[src/rtl/top_level.sv]
// top_level: fixed-function compute engine with a 256x8 data memory and a
// 16x8 scratch register file. Each launch runs the next task in the rotation
// P1 (16-bit negate) -> P2 (3-byte sort) -> P3 (16-bit popcount).
// Optional feature macro: TOPLEVEL_CYCLE_COUNT_EN. When it is defined, the
// busy-cycle count of each completed task is written to core[255].

// Data memory: combinational read, synchronous write, one access per cycle.
module data_mem #(
  parameter int DATA_W = 8,
  parameter int DEPTH  = 256,
  parameter int AW     = $clog2(DEPTH)
) (
  input  logic              clk,
  input  logic              i_we,
  input  logic [AW-1:0]     i_addr,
  input  logic [DATA_W-1:0] i_wdata,
  output logic [DATA_W-1:0] o_rdata
);
  logic [DATA_W-1:0] core [0:DEPTH-1];

  assign o_rdata = core[i_addr];

  // Synchronous write port.
  // NOTE: storage arrays get no reset: contents must survive rst_n, and a
  // reset would turn the array into flops instead of RAM. Sequential state
  // always uses non-blocking (<=) so every flop samples pre-edge values.
  always_ff @(posedge clk) begin
    if (i_we) core[i_addr] <= i_wdata;
  end
endmodule

// Scratch register file: two combinational read ports, two write ports.
// The compare-swap and negate steps need to update two registers at once.
module reg_file #(
  parameter int DATA_W = 8,
  parameter int NREGS  = 16,
  parameter int RW     = $clog2(NREGS)
) (
  input  logic              clk,
  input  logic [RW-1:0]     i_ra0,
  input  logic [RW-1:0]     i_ra1,
  output logic [DATA_W-1:0] o_rd0,
  output logic [DATA_W-1:0] o_rd1,
  input  logic              i_we0,
  input  logic [RW-1:0]     i_wa0,
  input  logic [DATA_W-1:0] i_wd0,
  input  logic              i_we1,
  input  logic [RW-1:0]     i_wa1,
  input  logic [DATA_W-1:0] i_wd1
);
  logic [DATA_W-1:0] registers [0:NREGS-1];

  assign o_rd0 = registers[i_ra0];
  assign o_rd1 = registers[i_ra1];

  // Two write ports; the engine never targets the same register on both.
  always_ff @(posedge clk) begin
    if (i_we0) registers[i_wa0] <= i_wd0;
    if (i_we1) registers[i_wa1] <= i_wd1;
  end
endmodule

module top_level #(
  parameter int DATA_W    = 8,
  parameter int MEM_DEPTH = 256,
  parameter int NREGS     = 16
) (
  input  logic CLK,
  input  logic rst_n,
  input  logic start,
  output logic halt
);
  localparam int AW = $clog2(MEM_DEPTH);
  localparam int RW = $clog2(NREGS);

  typedef enum logic [2:0] {S_IDLE, S_LOAD, S_EXEC, S_STORE, S_DONE} state_t;
  typedef enum logic [1:0] {T_NEG, T_SORT, T_POP} task_t;

  state_t r_state, w_next_state;
  task_t  r_task, w_task_nxt;
  logic [4:0] r_step;
  logic       r_halt;

  logic [4:0]        w_load_len, w_exec_len, w_store_len, w_phase_len;
  logic [AW-1:0]     w_load_base, w_store_base;
  logic [RW-1:0]     w_store_src;
  logic              w_last, w_run, w_busy, w_task_done;

  logic              w_mem_we;
  logic [AW-1:0]     w_mem_addr;
  logic [DATA_W-1:0] w_mem_wdata, w_mem_rdata;

  logic [RW-1:0]     w_ra0, w_ra1, w_wa0, w_wa1;
  logic [DATA_W-1:0] w_rd0, w_rd1, w_wd0, w_wd1;
  logic              w_we0, w_we1;
  logic [2*DATA_W-1:0] w_neg;
  logic              w_bit;

  logic              w_cnt_wr;
  logic [DATA_W-1:0] w_cnt_val;

  data_mem #(.DATA_W(DATA_W), .DEPTH(MEM_DEPTH)) data_mem1 (
    .clk(CLK), .i_we(w_mem_we), .i_addr(w_mem_addr),
    .i_wdata(w_mem_wdata), .o_rdata(w_mem_rdata)
  );

  reg_file #(.DATA_W(DATA_W), .NREGS(NREGS)) reg_file1 (
    .clk(CLK),
    .i_ra0(w_ra0), .i_ra1(w_ra1), .o_rd0(w_rd0), .o_rd1(w_rd1),
    .i_we0(w_we0), .i_wa0(w_wa0), .i_wd0(w_wd0),
    .i_we1(w_we1), .i_wa1(w_wa1), .i_wd1(w_wd1)
  );

  // start high means "stay idle / abort"; all work is gated on it being low.
  assign w_run       = ~start;
  assign w_busy      = (r_state == S_LOAD) || (r_state == S_EXEC) || (r_state == S_STORE);
  assign w_last      = (r_step == w_phase_len - 5'd1);
  assign w_task_done = (r_state == S_STORE) && (w_next_state == S_DONE);
  assign halt        = r_halt;

  // Per-task phase lengths, operand/result addresses and rotation successor.
  // NOTE: every always_comb output gets a default first, so no path can
  // leave a signal unassigned and infer a latch.
  always_comb begin
    w_load_len   = 5'd2;
    w_exec_len   = 5'd1;
    w_store_len  = 5'd2;
    w_load_base  = AW'(8);
    w_store_base = AW'(10);
    w_store_src  = RW'(2);
    w_task_nxt   = T_SORT;
    case (r_task)
      T_NEG: ;
      T_SORT: begin
        w_load_len   = 5'd3;
        w_exec_len   = 5'd3;
        w_store_len  = 5'd3;
        w_load_base  = AW'(0);
        w_store_base = AW'(4);
        w_store_src  = RW'(0);
        w_task_nxt   = T_POP;
      end
      default: begin
        w_load_len   = 5'd2;
        w_exec_len   = 5'd16;
        w_store_len  = 5'd1;
        w_load_base  = AW'(12);
        w_store_base = AW'(14);
        w_store_src  = RW'(2);
        w_task_nxt   = T_NEG;
      end
    endcase
  end

  // Next-state logic: phases advance on their last step, start aborts to IDLE.
  always_comb begin
    w_next_state = r_state;
    w_phase_len  = 5'd1;
    case (r_state)
      S_IDLE:  if (w_run) w_next_state = S_LOAD;
      S_LOAD: begin
        w_phase_len = w_load_len;
        if (start)       w_next_state = S_IDLE;
        else if (w_last) w_next_state = S_EXEC;
      end
      S_EXEC: begin
        w_phase_len = w_exec_len;
        if (start)       w_next_state = S_IDLE;
        else if (w_last) w_next_state = S_STORE;
      end
      S_STORE: begin
        w_phase_len = w_store_len;
        if (start)       w_next_state = S_IDLE;
        else if (w_last) w_next_state = S_DONE;
      end
      S_DONE:  if (start) w_next_state = S_IDLE;
      default: w_next_state = S_IDLE;
    endcase
  end

  // Datapath: memory and register-file port steering for each phase/task.
  always_comb begin
    w_mem_we    = 1'b0;
    w_mem_addr  = '0;
    w_mem_wdata = '0;
    w_ra0       = '0;
    w_ra1       = '0;
    w_we0       = 1'b0;
    w_wa0       = '0;
    w_wd0       = '0;
    w_we1       = 1'b0;
    w_wa1       = '0;
    w_wd1       = '0;
    w_neg       = '0;
    w_bit       = 1'b0;
    case (r_state)
      S_LOAD: begin
        w_mem_addr = w_load_base + AW'(r_step);
        w_we0      = w_run;
        w_wa0      = RW'(r_step);
        w_wd0      = w_mem_rdata;
      end
      S_EXEC: begin
        case (r_task)
          T_NEG: begin
            // registers[0] holds the MSB; result lands in registers[2..3].
            w_ra0 = RW'(0);
            w_ra1 = RW'(1);
            w_neg = ~{w_rd0, w_rd1} + (2*DATA_W)'(1);
            w_we0 = w_run;
            w_wa0 = RW'(2);
            w_wd0 = w_neg[2*DATA_W-1:DATA_W];
            w_we1 = w_run;
            w_wa1 = RW'(3);
            w_wd1 = w_neg[DATA_W-1:0];
          end
          T_SORT: begin
            // Compare-swap pairs (0,1), (1,2), (0,1); swap only on strictly
            // greater so equal values keep their order.
            w_ra0 = (r_step == 5'd1) ? RW'(1) : RW'(0);
            w_ra1 = w_ra0 + RW'(1);
            if (w_rd0 > w_rd1) begin
              w_we0 = w_run;
              w_wa0 = w_ra0;
              w_wd0 = w_rd1;
              w_we1 = w_run;
              w_wa1 = w_ra1;
              w_wd1 = w_rd0;
            end
          end
          default: begin
            // Steps 0-7 walk the low byte (registers[1]), 8-15 the high byte;
            // the running count lives in registers[2], restarted at step 0.
            w_ra0 = r_step[3] ? RW'(0) : RW'(1);
            w_ra1 = RW'(2);
            w_bit = w_rd0[r_step[2:0]];
            w_we0 = w_run;
            w_wa0 = RW'(2);
            w_wd0 = ((r_step == 5'd0) ? '0 : w_rd1) + DATA_W'(w_bit);
          end
        endcase
      end
      S_STORE: begin
        w_ra0       = w_store_src + RW'(r_step);
        w_mem_addr  = w_store_base + AW'(r_step);
        w_mem_we    = w_run;
        w_mem_wdata = w_rd0;
      end
      S_DONE: begin
        w_mem_addr  = '1;
        w_mem_we    = w_cnt_wr;
        w_mem_wdata = w_cnt_val;
      end
      default: ;
    endcase
  end

  // State register, step counter, registered halt and task rotation.
  always_ff @(posedge CLK or negedge rst_n) begin
    if (!rst_n) begin
      r_state <= S_IDLE;
      r_task  <= T_NEG;
      r_step  <= '0;
      r_halt  <= 1'b0;
    end else begin
      r_state <= w_next_state;
      r_halt  <= (w_next_state == S_DONE);
      if (w_next_state != r_state) r_step <= '0;
      else if (w_busy)             r_step <= r_step + 5'd1;
      if (w_task_done) r_task <= w_task_nxt;
    end
  end

`ifdef TOPLEVEL_CYCLE_COUNT_EN
  logic [7:0] r_cyc_cnt;
  logic       r_cnt_pending;

  // Busy-cycle counter: restarts on LOAD entry, saturates, and flags one
  // write to core[255] in the first DONE cycle (the entry edge belongs to
  // the last result store).
  always_ff @(posedge CLK or negedge rst_n) begin
    if (!rst_n) begin
      r_cyc_cnt     <= '0;
      r_cnt_pending <= 1'b0;
    end else begin
      r_cnt_pending <= w_task_done;
      if (r_state == S_IDLE && w_next_state == S_LOAD) r_cyc_cnt <= '0;
      else if (w_busy && r_cyc_cnt != 8'hFF)          r_cyc_cnt <= r_cyc_cnt + 8'd1;
    end
  end

  assign w_cnt_wr  = r_cnt_pending;
  assign w_cnt_val = DATA_W'(r_cyc_cnt);
`else
  assign w_cnt_wr  = 1'b0;
  assign w_cnt_val = '0;
`endif

endmodule

[config.mk]
export PLATFORM = sky130hd
export DESIGN_NAME = top_level
export DESIGN_NICKNAME = d
export VERILOG_FILES = /design/src/rtl/top_level.sv
export SDC_FILE = /design/constraint.sdc
export NUM_CORES = 1
export LEC_CHECK = 0
export CORE_UTILIZATION = 38
export CTS_CLUSTER_DIAMETER = 120
export DETAILED_ROUTE_END_ITERATION = 7
export DONT_BUFFER_PORTS = 1
export SLEW_MARGIN = 20
export SYNTH_ARGS = -nofsm -noshare
export SYNTH_HDL_FRONTEND = slang
export SYNTH_HIERARCHICAL = 1
export SYNTH_SLANG_ARGS = --single-unit
export TNS_END_PERCENT = 50
[constraint.sdc]
create_clock -name CLK -period 7 [get_ports CLK]
set_input_delay 0.7 -clock CLK [delete_from_list [all_inputs] [get_ports CLK]]
set_output_delay 0.7 -clock CLK [all_outputs]
set_load 0.05 [all_outputs]
==> results.json, run 1 <==
{
  "drt-total-wl_um": 1350,
  "setup_ws_ns": 4.27,
  "drc": 0,
  "status": "complete, no violations",
  "yosys_register_bits": 11,
  "syn-num-nets": 79,
  "htreeDepth": 1,
  "syn_area_um2": 747,
  "min-delay-path-class": "in -> async",
  "n_fill_cell": 183,
  "diodes": 0,
  "tightest_slew_ns": 0.628,
  "p_per_area_nw_per_um2": 354,
  "cts_made_buffers": 3,
  "cp-start-kind": "flip-flop",
  "synth_top_area_frac": 0.369,
  "power_leakage_nw": 0.320,
  "final_common_cell": "dfrtp_1",
  "hold_viol_final": 0,
  "firstDrtPassIters": 3,
  "yosysSeqAreaShare": 0.369,
  "final-max-slew-violation-count": 0,
  "syn2layout_area_growth_pct": 4.36,
  "post_cts_buffers": 0,
  "via_per_inst": 5.46,
  "cts_buffer_depth": 2,
  "multi_input_area_um2": 443,
  "io_pins": 4,
  "grtUsageTotal": 0.164,
  "rsz0062_at_grt": "no",
  "avgSynthCellArea_um2": 10.1,
  "synth_cell_types": 37,
  "fp.dieH_um": 46.3,
  "io_buffer_count": 0,
  "synth_warnings": 6,
  "hpwl_um": 982,
  "start_util": 0.419,
  "vias": 541,
  "path_clk_slew_ns": 0.08,
  "synth_ff_type": "dfrtp_1",
  "final_cells": 99,
  "cts.sinks": 11,
  "dp_slack_ns": 4.26,
  "wire_per_inst_um": 13.6,
  "regArea_um2": 275,
  "final_cell_mix": "11 x dfrtp_1, 7 x o21ai_0, 5 x a21oi_1",
  "overflow": 0,
  "end_kind": "flip-flop",
  "design_area_um2": 779,
  "grt_pass1_vias": 526,
  "dp.cells": 95,
  "postCtsHoldBufs": 0,
  "cts_tree": "built",
  "synth_top_cell_by_area": "dfrtp_1",
  "dieArea_um2": 2150,
  "synthArstFlopShare": 1.00,
  "grt_pass1_wl_um": 2420,
  "ir_worst_vdd_v": 0.000161,
  "row_count": 15,
  "synth_edf_count": 0,
  "cap_viol_max_count": 0,
  "relSlewSlack": 0.576,
  "gp_congestion": 0.744,
  "drtIter0Drc": 15,
  "grt_max_degree": 13,
  "fin_nets": 80,
  "crit_type": "reg -> reg",
  "ctsResizeCount": 0,
  "fmax_ghz": 0.366,
  "die_w_um": 46.3,
  "antenna_found_initial": 0,
  "worstPathMaxFanout": 12,
  "crit_arrival_ns": 2.89,
  "min_period_ns": 2.73,
  "finish.utilization": 0.437,
  "tns_ns": 0,
  "period_share": 0.390,
  "layout-drive-gt1-share": 0.149,
  "ant_nets": 0,
  "clockRootBuffer": "clkbuf_4",
  "core-area_um2": 1780,
  "synth_area_leaders": "dfrtp_1 37%, o21ai_0 4.7%, xnor2_1 4.7%",
  "worstPathRequired_ns": 7.16,
  "synth_cells": 74,
  "setup_violations": 0,
  "clk_latency_ns": 0.27,
  "placed_area_um2": 753,
  "finClkSkew_ns": 0.00870
}
==> synth_stat cells, types with 2 or more instances <==
| master | instances |
|---|---|
| a21oi_1 | 5 |
| buf_2 | 2 |
| o21ai_0 | 7 |
| nand4b_1 | 2 |
| ha_1 | 2 |
| mux2_1 | 2 |
| nor4b_1 | 2 |
| nand2_1 | 4 |
| nand3_1 | 2 |
| dfrtp_1 | 11 |
| o31ai_1 | 2 |
| nor2_1 | 4 |
| xnor2_1 | 4 |
| nor2b_1 | 2 |
==> area by class of cell <==
cell class,instances,area share
multi-input combinational,58,0.568
sequential,11,0.353
tap,25,0.0401
clock buffer,4,0.0337
inverter,1,0.00482
==> sequential cells by signal, summed over array words and instances (netlist names) <==
register	count
r_task	2
r_state	3
halt	1
r_step	5
==> routing by layer <==
metal	track usage	vias up	wire, µm	part of all wire
met5	0	-	0	0
met1	0.224	266	654	0.49
met3	0.0392	2	22	0.016
li1	-	270	-	-
met2	0.236	3	653	0.49
met4	0.0882	0	16	0.012
==> path summary, 6_finish.rpt <==
kind / slack, ns / endpoint / from / cells past startpoint
max: 4.27 / r_state[1] / r_state[1] / 8
min: 0.12 / r_step[4] / rst_n / 0
max reg2reg: 4.27 / r_state[1] / r_state[1] / 8
min reg2reg: 0.59 / r_task[0] / r_task[0] / 1
max in group asynchronous: 6.80 / r_state[0] / rst_n / 0
min in group CLK: 0.49 / halt / start / 1
==> cell families after synthesis <==
family,after synthesis,share of synthesized area
and+or+nand+nor,26,0.224
DFF,11,0.369
buffers and inverters,5,0.0385
adders and majority gates,2,0.0335
muxes,4,0.0653
xor gates and xnor gates,6,0.0804
AOI/OAI and AO/OA,20,0.189
==> worst max-delay path: stages (launching register included) <==
cell and delay, ns:
dfrtp_1 0.53, a21oi_1 0.11, a211o_1 0.28, ha_1 0.22, or4b_1 0.52, a21o_1 0.22
a21oi_4 0.20, and3_1 0.23, mux2_4 0.30
==> through the flow <==
| stage | total power [mW] | hold slack, ns |
|---|---|---|
| after floorplan | 0.213 | 0.404 |
| after global placement | 0.230 | 0.405 |
| after detailed placement | 0.233 | 0.405 |
| after CTS | 0.277 | 0.115 |
| after global routing | 0.298 | 0.105 |
| final | 0.276 | 0.116 |
==> report_power, final <==
group / leakage, nW / internal, mW / switching, mW
clock: 0.0150 / 0.0220 / 0.0218
combinational: 0.155 / 0.0602 / 0.0686
sequential: 0.150 / 0.0759 / 0.0272
Note: power is estimated with default switching activity, not from simulation.
==> run 2, diff against run 1 <==
==> constraint.sdc (replaced) <==
create_clock -name CLK -period 2.68 [get_ports CLK]
set_input_delay 0.268 -clock CLK [delete_from_list [all_inputs] [get_ports CLK]]
set_output_delay 0.268 -clock CLK [all_outputs]
set_load 0.05 [all_outputs]
==> run 2 against run 1 <==
Maximum frequency up 6.5%. Utilization up 2.7 points. Via count up 6.7%. Die area unchanged. Worst hold slack worse by 0.066 ns. Non-clock buffer count up 5. Combinational power rose to 3.3 times the previous value. Setup slack worse by 4.2 ns. Clock-buffer cell count unchanged. Critical path type unchanged. Largest power group unchanged. Highest routed layer unchanged.
==> results.json, run 2 (synthesized netlist as in run 1, its figures left out) <==
{
  "status": "complete, no violations",
  "crit_type": "reg -> reg",
  "path_clk_slew_ns": 0.07,
  "min_period_ns": 2.56,
  "layout-drive-gt1-share": 0.241,
  "worstPathRequired_ns": 2.84,
  "ir_worst_vdd_v": 0.000478,
  "hpwl_um": 1020,
  "finClkSkew_ns": 0.00171,
  "clk_latency_ns": 0.27,
  "cts.sinks": 11,
  "slowest_stage": "or4b_1",
  "crit_arrival_ns": 2.72,
  "cap_viol_max_count": 0,
  "design_area_um2": 828,
  "dieArea_um2": 2150,
  "cts_made_buffers": 3,
  "top_register": "r_step",
  "critPathMaxStageDelay_ns": 0.52,
  "syn2layout_area_growth_pct": 10.9,
  "firstDrtPassIters": 4,
  "final-max-slew-violation-count": 0,
  "min-delay-path-class": "in -> reg",
  "drtIter0Drc": 11,
  "tightest_slew_ns": 0.631,
  "tns_ns": 0,
  "antenna_found_initial": 0,
  "holdWs_ns": 0.0495,
  "setup_violations": 0,
  "crit_buf_inv": 0,
  "cp_cell_sequence": "mux2_2 -> a211oi_4 -> ha_2 -> or4b_1 -> a21o_1 -> a21oi_4 -> and3_1 -> mux2_4",
  "cts_tree": "built",
  "period_share": 0.957,
  "placed_area_um2": 776,
  "ant_nets": 0,
  "final_common_cell": "dfrtp_1",
  "die_w_um": 46.3,
  "fin_nets": 85,
  "start_util": 0.419,
  "grt_pass1_wl_um": 2420,
  "drt-total-wl_um": 1400,
  "gp_congestion": 0.792,
  "wire_per_inst_um": 13.5,
  "core-area_um2": 1780,
  "grtUsageTotal": 0.164,
  "top_regs": "r_step: 5 flops, r_state: 3 flops, r_task: 2 flops",
  "rsz0062_at_grt": "no",
  "power_leakage_nw": 0.339,
  "relSlewSlack": 0.573,
  "cp-start-kind": "flip-flop",
  "diodes": 0,
  "io_buffer_count": 0,
  "cts_buffer_depth": 2,
  "row_count": 15,
  "io_pins": 4,
  "largest_register_ffs": 5,
  "fp.dieH_um": 46.3,
  "drc": 0,
  "final_cell_mix": "9 x dfrtp_1, 7 x o21ai_0",
  "crit_family": "simple AND/OR/NAND/NOR gates",
  "htreeDepth": 1,
  "clockRootBuffer": "clkbuf_4",
  "overflow": 0,
  "grt_max_degree": 12,
  "end_kind": "flip-flop",
  "vias": 577,
  "grt_pass1_vias": 527,
  "worstPathMaxFanout": 7,
  "hold_viol_final": 0,
  "fmax_ghz": 0.390,
  "setup_ws_ns": 0.115,
  "dp_slack_ns": 0.0385,
  "p_per_area_nw_per_um2": 948,
  "via_per_inst": 5.55
}
## run 2: changes by cell type in the layout (fill, tap and decap cells not counted), sizes merged
cell and delta:
buf +4, dlygate4sd3 +1
## run 2: final timing paths
check | startpoint | endpoint | slack, ns | cells after the start
setup / recovery | r_task[1] | r_state[1] | 0.12 | 8
hold / removal | start | halt | 0.05 | 1
setup reg to reg | r_task[1] | r_state[1] | 0.12 | 8
hold reg to reg | r_task[0] | r_task[0] | 0.59 | 1
max in group asynchronous | rst_n | r_state[1] | 1.93 | 1
min in group asynchronous | rst_n | r_step[1] | 0.39 | 1
## run 2: metal layers
layer	wire length, µm	global-route usage	vias to the layer above
li1	-	-	282
met1	685	0.233	282
met2	646	0.222	8
met3	30	0.0353	5
met4	40	0.106	0
met5	0	0	-
## run 2: power by group
| part | internal [mW] | total [mW] | switching, mW | leakage [nW] |
|---|---|---|---|---|
| Combinational | 0.202 | 0.420 | 0.218 | 0.178 |
| Sequential | 0.200 | 0.251 | 0.0510 | 0.146 |
| Clock | 0.0577 | 0.114 | 0.0564 | 0.0150 |
| Total | 0.460 | 0.785 | 0.325 | 0.339 |
## run 2: timing repair
item / in CTS / in global routing
setup endpoints to repair: 0 / 3
hold buffers: 1 / 0
gates resized for setup: 0 / 4
endpoints found under the hold margin: 11 / 0
setup buffers: 0 / 1
## run 2: through the flow
step / total power [mW] / util / std cells
5_1_grt: 0.844 / 0.465 / 104
2_1_floorplan: 0.556 / - / 74
3_3_place_gp: 0.622 / 0.435 / 98
3_5_place_dp: 0.630 / 0.435 / 98
6_report: 0.785 / 0.465 / 104
4_1_cts: 0.749 / 0.455 / 103
## run 2: final cells by class
cell class                      count  area [µm²]
Fill cell                         177         955
Multi-Input combinational cell     58         449
Timing Repair Buffer                5        40.0
Inverter                            1        3.75
Tap cell                           25        31.3
Sequential cell                    11         278
Clock buffer                        4        26.3
